[src/rtl/stall_ctrl.sv]
// Stall/flush controller for the 6-stage in-order pipeline (PC, IF, ID, EX, MEM, WB).
// Optional stall-cycle performance counter is enabled with `define STALL_CTRL_PERF_EN.
module stall_ctrl #(
    parameter int MC_LEN_W = 5,
    parameter int PC_W     = 32
) (
    input  logic                clk,
    input  logic                rst,
    input  logic                stallreq_id,
    input  logic                ex_mc_start,
    input  logic [MC_LEN_W-1:0] ex_mc_len,
    input  logic                mem_busy,
    input  logic                redirect_req,
    input  logic [PC_W-1:0]     redirect_pc,
`ifdef STALL_CTRL_PERF_EN
    input  logic                perf_clr,
    output logic [31:0]         stall_cycles,
`endif
    output logic [5:0]          stall,
    output logic                flush,
    output logic [PC_W-1:0]     new_pc,
    output logic                ex_mc_done,
    output logic                mc_busy
);

    typedef enum logic {
        IDLE = 1'b0,
        BUSY = 1'b1
    } state_t;

    state_t              state;
    state_t              state_nxt;
    logic [MC_LEN_W-1:0] cnt;
    logic [MC_LEN_W-1:0] cnt_nxt;
    logic                pending;
    logic [PC_W-1:0]     pending_pc;
    logic                accept;
    logic [PC_W-1:0]     accept_pc;
    logic                long_op;
    logic                ex_stall;
    logic                done_raw;

    // A live request carries the newest PC, so it takes precedence over a pending one.
    assign accept    = (redirect_req || pending) && !mem_busy;
    assign accept_pc = redirect_req ? redirect_pc : pending_pc;
    assign long_op   = (ex_mc_len >= MC_LEN_W'(2));

    always_ff @(posedge clk or negedge rst) begin
        if (!rst) begin
            state      <= IDLE;
            cnt        <= '0;
            flush      <= 1'b0;
            new_pc     <= '0;
            pending    <= 1'b0;
            pending_pc <= '0;
        end else begin
            state <= state_nxt;
            cnt   <= cnt_nxt;
            flush <= accept;
            if (accept) begin
                new_pc  <= accept_pc;
                pending <= 1'b0;
            end else if (redirect_req) begin
                pending    <= 1'b1;
                pending_pc <= redirect_pc;
            end
        end
    end

    always_comb begin
        state_nxt = state;
        cnt_nxt   = cnt;
        ex_stall  = 1'b0;
        done_raw  = 1'b0;
        case (state)
            IDLE: begin
                if (ex_mc_start) begin
                    if (long_op) begin
                        ex_stall = 1'b1;
                        if (!accept) begin
                            state_nxt = BUSY;
                            cnt_nxt   = ex_mc_len - MC_LEN_W'(2);
                        end
                    end else begin
                        done_raw = 1'b1;
                    end
                end
            end
            BUSY: begin
                ex_stall = (cnt != '0) || mem_busy;
                // Acceptance implies mem_busy=0; the aborted op never reports done.
                if (accept) begin
                    state_nxt = IDLE;
                    cnt_nxt   = '0;
                end else if (!mem_busy) begin
                    if (cnt != '0) begin
                        cnt_nxt = cnt - MC_LEN_W'(1);
                    end else begin
                        done_raw  = 1'b1;
                        state_nxt = IDLE;
                    end
                end
            end
            default: begin
                state_nxt = IDLE;
                cnt_nxt   = '0;
            end
        endcase
    end

    always_comb begin
        stall = 6'b000000;
        if (!rst || flush) begin
            stall = 6'b000000;
        end else if (mem_busy) begin
            stall = 6'b011111;
        end else if (ex_stall) begin
            stall = 6'b001111;
        end else if (stallreq_id) begin
            stall = 6'b000111;
        end
    end

    assign ex_mc_done = rst && done_raw;
    assign mc_busy    = rst && (state == BUSY);

`ifdef STALL_CTRL_PERF_EN
    always_ff @(posedge clk or negedge rst) begin
        if (!rst) begin
            stall_cycles <= '0;
        end else if (perf_clr) begin
            stall_cycles <= '0;
        end else if ((stall != 6'b000000) && (stall_cycles != 32'hFFFF_FFFF)) begin
            stall_cycles <= stall_cycles + 32'd1;
        end
    end
`endif

endmodule

[config.mk]
export PLATFORM = sky130hd
export DESIGN_NAME = stall_ctrl
export DESIGN_NICKNAME = d
export VERILOG_FILES = /design/src/rtl/stall_ctrl.sv
export SDC_FILE = /design/constraint.sdc
export NUM_CORES = 1
export LEC_CHECK = 0
export CAP_MARGIN = 15
export CORE_MARGIN = 2
export CORE_UTILIZATION = 45
export DETAILED_ROUTE_END_ITERATION = 8
export PLACE_DENSITY = 0.73
export SLEW_MARGIN = 25
export SYNTH_ARGS = -nofsm -noshare
export SYNTH_HDL_FRONTEND = slang
export SYNTH_SLANG_ARGS = --single-unit
[constraint.sdc]
create_clock -name clk -period 2.2 [get_ports clk]
set_clock_uncertainty 0.2 [all_clocks]
set_input_delay 0.33 -clock clk [delete_from_list [all_inputs] [get_ports clk]]
set_output_delay 0.33 -clock clk [all_outputs]
set_load 0.05 [all_outputs]
# Yosys cells after proc, flatten, opt, wreduce, memory -nomap -nowiden
# Index checks and enable logic that the tools add are counted.
dict set report classes {
  add_sub_neg 2
  multipliers 0
  div_mod_pow 0
  magnitude_cmp 1
  n_eq_ne 5
  n_shift 0
  muxes 30
  bitwise 1
  n_reduce_logical 11
}
# op n
set op_table {}
lappend op_table {{5-bit two-way mux} 8}
lappend op_table {{32-bit two-way mux} 1}
lappend op_table {{1-bit two-way mux} 15}
lappend op_table {{5-bit one-hot mux with 2 select lines} 1}
lappend op_table {{2-bit != test (second input constant)} 3}
lappend op_table {{1-bit one-hot mux with 2 select lines} 3}
lappend op_table {{5-bit by 2-bit greater-or-equal comparator with 1-bit output (second input constant)} 1}
lappend op_table {{5-bit AND reduction} 1}
lappend op_table {{5-bit nonzero test} 1}
lappend op_table {{5-bit by 1-bit subtractor with 5-bit output (second input constant)} 1}
lappend op_table {{5-bit by 2-bit subtractor with 5-bit output (second input constant)} 1}
lappend op_table {{4-bit two-way mux} 1}
lappend op_table {{1-bit logical AND} 3}
lappend op_table {{1-bit logical OR} 3}
lappend op_table {{3-bit two-way mux} 1}
lappend op_table {{3-bit by 1-bit != test with 1-bit output (second input constant)} 1}
lappend op_table {{3-bit by 2-bit != test with 1-bit output (second input constant)} 1}
lappend op_table {{1-bit logical NOT} 2}
lappend op_table {{2-bit nonzero test} 1}
lappend op_table {{1-bit NOT} 1}
dict set report totals {
  ff_bits 72
  latch_bits 0
  ram_bits 0
  romBits 0
  input_bits 43
  output_inout_bits 41
  word_cells 56
  mem_count 0
}

# Depth between registers and ports, before layout
# Gate-level depths: netlist of run 1.
dict set report logic_depth {
  depth_word 7
  depth_mapped 7
  ltp_nobuf 6
}

# Worst setup path before layout of run 1
# No wires, ideal clock.
dict set report synth_path {
  kind {input-to-output}
  startpoint {input ex_mc_len[1]}
  endpoint {output stall[1]}
  t_arrival_ns 2.263
  setup_slack_ns -0.593
  stages 7
  path_buffers 1
  path_cell_list {inv_1 ha_1 nor4b_1 o31ai_2 a31oi_1 a21oi_1 buf_4}
}
dict set report synth_via {
  elab_chain_len 7
}
# item line_no
set synth_lines {}
lappend synth_lines {{start, declared} 11} ;# input logic [MC_LEN_W-1:0] ex_mc_len,
lappend synth_lines {{5-bit by 2-bit greater-or-equal comparator with 1-bit output} 46} ;# assign long_op = (ex_mc_len >= MC_LEN_W'(2));
lappend synth_lines {{1-bit two-way mux} 78} ;# if (long_op) begin
lappend synth_lines {{1-bit two-way mux} 77} ;# if (ex_mc_start) begin
lappend synth_lines {{1-bit one-hot mux with 2 select lines} 75} ;# case (state)
lappend synth_lines {{4-bit two-way mux} 117} ;# end else if (ex_stall) begin
lappend synth_lines {{5-bit two-way mux} 115} ;# end else if (mem_busy) begin
lappend synth_lines {{5-bit two-way mux} 113} ;# if (!rst || flush) begin
lappend synth_lines {{end, declared} 19} ;# output logic [5:0] stall,
# Every way passes these cells.

# Worst setup path in the final report of run 1
dict set report layout_path {
  startpoint {register cnt[1]}
  endpoint {output ex_mc_done}
}
dict set report layout_via {
  elab_chain_len 6
}
# item line_no
set layout_lines {}
lappend layout_lines {{start, declared} 33} ;# logic [MC_LEN_W-1:0] cnt;
lappend layout_lines {{start signal, assigned} 58} ;# cnt <= cnt_nxt;
lappend layout_lines {{5-bit nonzero test} 96} ;# if (cnt != '0) begin
lappend layout_lines {{1-bit two-way mux} 96}
lappend layout_lines {{1-bit two-way mux} 95} ;# end else if (!mem_busy) begin
lappend layout_lines {{1-bit two-way mux} 92} ;# if (accept) begin
lappend layout_lines {{1-bit one-hot mux with 2 select lines} 75}
lappend layout_lines {{1-bit logical AND} 124} ;# assign ex_mc_done = rst && done_raw;
lappend layout_lines {{end, declared} 22} ;# output logic ex_mc_done,
# Every way passes these cells.

==> results of run 1 <==
## cells in the final DEF, fill, tap and decap left out, types with 2 or more instances in the layout
cell type,n
buf_12,6
buf_4,34
clkbuf_8,11
clkdlybuf4s50_1,71
clkinvlp_4,2
dfrtp_1,72
dlygate4sd2_1,2
ha_2,2
inv_1,8
inv_2,2
mux2_2,32
mux2_4,3
mux2i_1,32
nand2_1,35
nand2b_1,2
nand3_1,2
nor2_1,4
nor3_1,3
nor4b_4,2
o2111ai_1,2
o21ai_0,32
o22ai_1,3
o2bb2ai_1,2
o31ai_4,2
xnor2_1,3
## registers in the layout (all words and copies together) (netlist names)
name        count
new_pc         32
pending_pc     32
pending         1
flush           1
cnt             5
state           1
## cells in the mapped netlist (all sizes together)
| master | number | area share (%) |
|---|---|---|
| a21oi | 2 | 0.31 |
| and2 | 2 | 0.38 |
| o2bb2ai | 2 | 0.53 |
| nor4b | 2 | 0.73 |
| o22ai | 4 | 0.76 |
| o2111ai | 2 | 0.53 |
| mux2i | 32 | 9.8 |
| or2 | 1 | 0.19 |
| ha | 2 | 0.76 |
| o32a | 1 | 0.31 |
| nor2 | 5 | 0.57 |
| o31ai | 2 | 1.0 |
| o21ai | 32 | 4.9 |
| inv | 10 | 1.1 |
| o21bai | 1 | 0.57 |
| xnor2 | 3 | 0.80 |
| buf | 12 | 2.3 |
| clkbuf | 6 | 0.69 |
| nand3 | 3 | 0.84 |
| o21a | 1 | 0.23 |
| dfrtp | 72 | 55 |
| a31oi | 1 | 0.19 |
| nor3 | 3 | 0.46 |
| nand2b | 2 | 0.38 |
| mux2 | 35 | 12 |
| nand2 | 36 | 4.1 |
| conb | 1 | 0.11 |
## cell type report
cell class              count  area share [%]
clock buffers              12           3.306
well taps                  99           2.639
flip-flops and latches     72           38.39
inverters                  10          0.7998
multi-input cells         175           30.18
clock inverters             4          0.6132
repair buffers            116           24.07
## worst max-delay path, cell delays in order (launching register included)
cell and delay, ps:
dfrtp_1 390, inv_1 60, ha_2 170, nor4b_4 280, nand3_1 190, o22ai_2 130
and2_4 170, buf_12 130
## worst paths after layout
path                                   startpoint                          to  slack, ps  depth (start not counted)
setup / recovery               cnt[1]$_DFFE_PN0P_                  ex_mc_done       -190                          7
hold / removal                       redirect_req             flush$_DFF_PN0_        150                          3
setup reg to reg               cnt[1]$_DFFE_PN0P_          cnt[4]$_DFFE_PN0P_       -140                         12
hold reg to reg            new_pc[25]$_DFFE_PN0P_      new_pc[25]$_DFFE_PN0P_        280                          2
max in group asynchronous                     rst  pending_pc[25]$_DFFE_PN0N_        880                          3
min in group asynchronous                     rst          cnt[4]$_DFFE_PN0P_        170                          2
## through the flow
| stage | instances | util [%] | instance area [um^2] | total power [mW] |
|---|---|---|---|---|
| final | 488 | 65.76 | 4693 | 4.161 |
| after global routing | 488 | 65.76 | 4693 | 4.397 |
| after CTS | 484 | 65.25 | 4657 | 4.145 |
| after detailed placement | 456 | 60.68 | 4330 | 3.085 |
| after global placement | 456 | 60.68 | 4330 | 3.049 |
| after floorplan | 275 | - | 3303 | 2.576 |
## cell families (layout without fill, tap and decap cells)
logic type	count (synthesis)	count (layout)	share of synthesized area, %
muxes	67	67	22.15
DFF	72	72	54.98
other	1	1	0.1144
adders and majority gates	2	2	0.7635
xor gates and xnor gates	3	3	0.8020
buffers and inverters	28	142	4.162
and+or+nand+nor	54	54	7.675
AOI/OAI and AO/OA	48	48	9.355
## per-layer routing
metal  up-vias  GRT usage (%)
met2        70          29.83
met4         0          7.598
met1      1139          26.52
met3        13          4.063
li1       1174              -
met5         -              0
## report_power, final
part / leakage [nW] / switching (mW) / internal, mW
clock network: 0.0886 / 0.483 / 0.471
logic: 1.13 / 0.810 / 0.689
registers: 0.870 / 0.150 / 1.56
## repair_timing
| action | 4_1_cts | 5_1_grt |
|---|---|---|
| gates resized for setup | 12 | 1 |
| endpoints found under the hold margin | 72 | 0 |
| hold buffers | 1 | 0 |
| setup buffers | 11 | 4 |
| endpoints found under the setup margin | 5 | 6 |
| pin swaps | 8 | 3 |
==> metrics.md, run 1 <==
| Metric | Value |
|---|---|
| Status | `complete, but fails checks` |
| Failing checks | `setup timing` |
| Synthesis Warnings | `0` |
| CP Data Arrival Time | `1860 ps` |
| Register bit total from synthesis | `72` |
| Num rows | `31` |
| GRT Overall Usage | `19.23%` |
| Chip Width | `89.34 um` |
| Per-cell routed wire length | `14.52 um` |
| Max-slew headroom | `60.98%` |
| Met2 wire len | `3367 um` |
| H-Tree Level Count | `3` |
| M1 WL | `3286 um` |
| Nets@finish | `429` |
| Netlist cell types | `34` |
| Register cell area after layout | `0.001802 mm^2` |
| Syn Inst Count | `275` |
| I/O pins | `84` |
| CTS tree | `yes` |
| Vias/cell | `4.910` |
| Startpoint types | `flop` |
| Syn nets | `320` |
| Initial antenna violation count | `0` |
| Max-slew violations | `0` |
| Area occupied by multi-input gates | `0.001416 mm^2` |
| Setup WS post-layout | `-189.9 ps` |
| Largest fanout on the critical path | `3` |
| Max Cap Viol | `0` |
| Share of cells above drive strength 1 | `28.02%` |
| Core region area | `0.007137 mm^2` |
| Post-DP HPWL | `4677 um` |
| Worst Tran Pin Value | `585.3 ps` |
| Die Y | `89.34 um` |
| Sinks on Clock Net | `72` |
| Final setup fails | `6` |
| Highest ir drop seen on vdd | `0.4687 mV` |
| Antenna cells | `0` |
| Total grt overflow | `0` |
| WHS | `147.5 ps` |
| Vias | `2396` |
| Worst Setup Path Type | `flop to primary output` |
| Skew-Pair Late Insertion Delay | `340 ps` |
| Initial Util | `45.92%` |
| Mapped Area | `0.003277 mm^2` |
| Number of global-route vias before repair | `2349` |
| Final Hold Vio Count | `0` |
| CTS buffer count | `9` |
| CP required | `1670 ps` |
| Clk buf depth | `2` |
| TNS Setup | `-1012 ps` |
| Syn_area_per_cell | `11.92 um^2` |
| Seq/Total Area, Yosys | `54.98%` |
| Maximum clock frequency | `418.4 MHz` |
| RSZ-0062 raised after global routing | `true` |
| GPL Wtd Cong | `0.7911` |
| Top Layer Used | `met4` |
| IO Port Bufs | `82` |
| Largest net degree at the start of global routing | `65` |
| WL met3 | `329 um` |
| Minimum clock period | `2390 ps` |
| Fillers | `561` |
| Fin crit share | `108.6%` |
| First-pass GRT wire length | `11560 um` |
| Initial detailed-routing violation count | `46` |
| Leak | `2.093 nW` |
| Clk root buf | `clkbuf_8` |
| DRC Markers | `0` |
| DRT antenna net count | `0` |
| Worst hold-check path type | `input port to flop` |
| Pre-CTS WS | `-389.8 ps` |
| Power Density | `886.5 mW/mm^2` |
| Area Overhead vs Synth | `43.22%` |
| CP Capture Type | `primary output` |
| Routed wire length | `7087 um` |
| Die area | `0.007981 mm^2` |
| Drt pass-1 iters | `4` |
| Worst-path clk slew | `70 ps` |
No activity file was read; power rests on OpenSTA's default activity.
==> run 2: changes to the inputs <==
--- a/config.mk
+++ b/config.mk
@@ -9,7 +9,8 @@
 export CORE_MARGIN = 2
 export CORE_UTILIZATION = 45
 export DETAILED_ROUTE_END_ITERATION = 8
-export PLACE_DENSITY = 0.73
+export PLACE_DENSITY = 0.74
+export REMOVE_ABC_BUFFERS = 1
 export SLEW_MARGIN = 25
 export SYNTH_ARGS = -nofsm -noshare
 export SYNTH_HDL_FRONTEND = slang
==> run 2 against run 1 <==
Compared with the run above: the flow still finishes with violations (setup timing); critical path depth is 2 lower; count of clock-buffer cells in the layout is 1 lower; worst setup slack better by 8.3 ps.
==> metrics.md, run 2 (synthesis gave the netlist of run 1 again) <==
| Metric | Value |
|---|---|
| Status | `complete, but fails checks` |
| Failing checks | `setup timing` |
| CTS buffer count | `9 (unchanged)` |
| Tot Pwr | `4.181 mW (+0.48%)` |
| Final setup fails | `5 (-1)` |
| Skew-Pair Late Insertion Delay | `330 ps (about the same)` |
| Initial antenna violation count | `0 (unchanged)` |
| Most common cell after layout, fill and taps aside | `dfrtp_1` |
| Power Density | `894.6 mW/mm^2 (+0.91%)` |
| Vias | `2385 (-0.46%)` |
| Leak | `2.083 nW (-0.51%)` |
| Final Instance Area | `0.004673 mm^2 (-0.43%)` |
| Initial detailed-routing violation count | `112 (+140%)` |
| H-Tree Level Count | `3 (unchanged)` |
| CP Capture Type | `primary output` |
| Fin crit share | `108.3% (-0.38 points)` |
| Die area | `0.007981 mm^2 (unchanged)` |
| Worst hold-check path type | `input port to flop` |
| Worst-path clk slew | `70 ps (about the same)` |
| GPL Wtd Cong | `0.7837 (-0.94%)` |
| DP Area | `0.004343 mm^2 (+0.29%)` |
| Die Y | `89.34 um (unchanged)` |
| Worst Setup Path Type | `flop to primary output` |
| GRT Overall Usage | `18.39% (-0.84 points)` |
| I/O pins | `84 (unchanged)` |
| Highest ir drop seen on vdd | `0.3230 mV (-31%)` |
| Max-slew headroom | `55.65% (-5.3 points)` |
| Post-DP HPWL | `4655 um (-0.47%)` |
| RSZ-0062 raised after global routing | `true` |
| Clk root buf | `clkbuf_8` |
| CP Data Arrival Time | `1850 ps (about the same)` |
| Minimum clock period | `2382 ps (-8.285 ps)` |
| Final Hold Vio Count | `0 (unchanged)` |
| Sinks on Clock Net | `72 (unchanged)` |
| Biggest regs | `new_pc x32, pending_pc x32, cnt x5` |
| Num rows | `31 (unchanged)` |
| Vias/cell | `4.948 (+0.78%)` |
| WHS | `156.8 ps (+9.310 ps)` |
| Number of global-route vias before repair | `2369 (+0.85%)` |
| Per-cell routed wire length | `14.74 um (+1.5%)` |
| Nets@finish | `423 (-1.4%)` |
| Chip Width | `89.34 um (unchanged)` |
| Total grt overflow | `0 (unchanged)` |
| DRC Markers | `0 (unchanged)` |
| Worst Tran Pin Value | `665.2 ps (+79.90 ps)` |
| Drt pass-1 iters | `4 (unchanged)` |
| CP cell instances | `buf_4, or2_2, a31oi_4, a21oi_4, buf_12` |
| Antenna cells | `0 (unchanged)` |
| Maximum clock frequency | `419.9 MHz (+0.35%)` |
| Most frequent cells in the layout | `72 x dfrtp_1, 71 x clkdlybuf4s50_1, 35 x nand2_1` |
| Routed wire length | `7103 um (+0.23%)` |
| CP required | `1670 ps (about the same)` |
| Reg2Reg Setup Slack | `90 ps (+230 ps)` |
| IO Port Bufs | `82 (unchanged)` |
| Share of cells above drive strength 1 | `27.15% (-0.87 points)` |
| Startpoint types | `flop` |
| Initial Util | `45.92% (unchanged)` |
| Inst Count DP | `459 (+0.66%)` |
| Non-filler cells, final | `482 (-1.2%)` |
| Max-slew violations | `0 (unchanged)` |
| First-pass GRT wire length | `11300 um (-2.3%)` |
| Worst path slowest cell | `dfrtp_1` |
| CTS tree | `yes` |
| DRT antenna net count | `0 (unchanged)` |
| Core region area | `0.007137 mm^2 (unchanged)` |
| Setup WS post-layout | `-181.6 ps (+8.285 ps)` |
| Largest fanout on the critical path | `13 (+10)` |
| Largest net degree at the start of global routing | `65 (unchanged)` |
| Max Cap Viol | `0 (unchanged)` |
| CP peak stage delay | `420 ps (+30 ps)` |
| Clk buf depth | `2 (unchanged)` |
| Area Overhead vs Synth | `42.61%` |
| Final core utilization | `65.48% (-0.28 points)` |
## run 2: final cells by class
type | count | area [um^2]
clock buffers | 11 | 131.4
repair buffers | 110 | 1101
inverters | 10 | 37.54
flip-flops and latches | 72 | 1802
fillers | 590 | 2464
clock inverters | 5 | 57.56
multi-input cells | 175 | 1420
well taps | 99 | 123.9
## run 2: final timing paths
kind	to	depth (start not counted)	startpoint
setup reg to reg	cnt[3]$_DFFE_PN0P_	8	cnt[1]$_DFFE_PN0P_
setup / recovery	stall[0]	5	state$_DFF_PN0_
min in group asynchronous	new_pc[2]$_DFFE_PN0P_	3	rst
max in group asynchronous	pending_pc[0]$_DFFE_PN0N_	4	rst
hold / removal	flush$_DFF_PN0_	3	redirect_req
hold reg to reg	new_pc[15]$_DFFE_PN0P_	2	new_pc[15]$_DFFE_PN0P_
## run 2: layer usage
metal / GRT usage, % / routed length (um) / vias to the layer above
met5: 0 / 0 / -
met4: 6.513 / 59 / 0
met3: 3.324 / 376 / 6
met2: 29.70 / 3420 / 66
met1: 24.99 / 3245 / 1155
li1: - / - / 1158
## run 2: worst max-delay path, delay by kind of cell (launching register included)
family	cells	cell delay, ps
compound gates	2	370
buf+inv	2	380
flops	1	420
simple gates	1	350
## run 2: through the flow
stage          setup WS [ps]  setup TNS [ps]
6_report              -181.6          -814.6
5_1_grt               -297.9           -1501
4_1_cts               -195.7          -948.4
3_5_place_dp          -544.5           -2728
3_3_place_gp          -511.3           -2423
2_1_floorplan          -1587           -5128
## run 2: what timing repair did
item | 4_1_cts | 5_1_grt
pin swaps | 4 | 4
hold buffers | 1 | 0
endpoints found under the hold margin | 18 | 0
gates resized for setup | 14 | 7
setup endpoints to repair | 5 | 6
setup buffers | 5 | 2
## run 2: report_power, final
part	total [mW]	switching [mW]	internal [mW]
clock	1.00	0.478	0.525
combinational	1.47	0.802	0.665
sequential	1.71	0.153	1.56
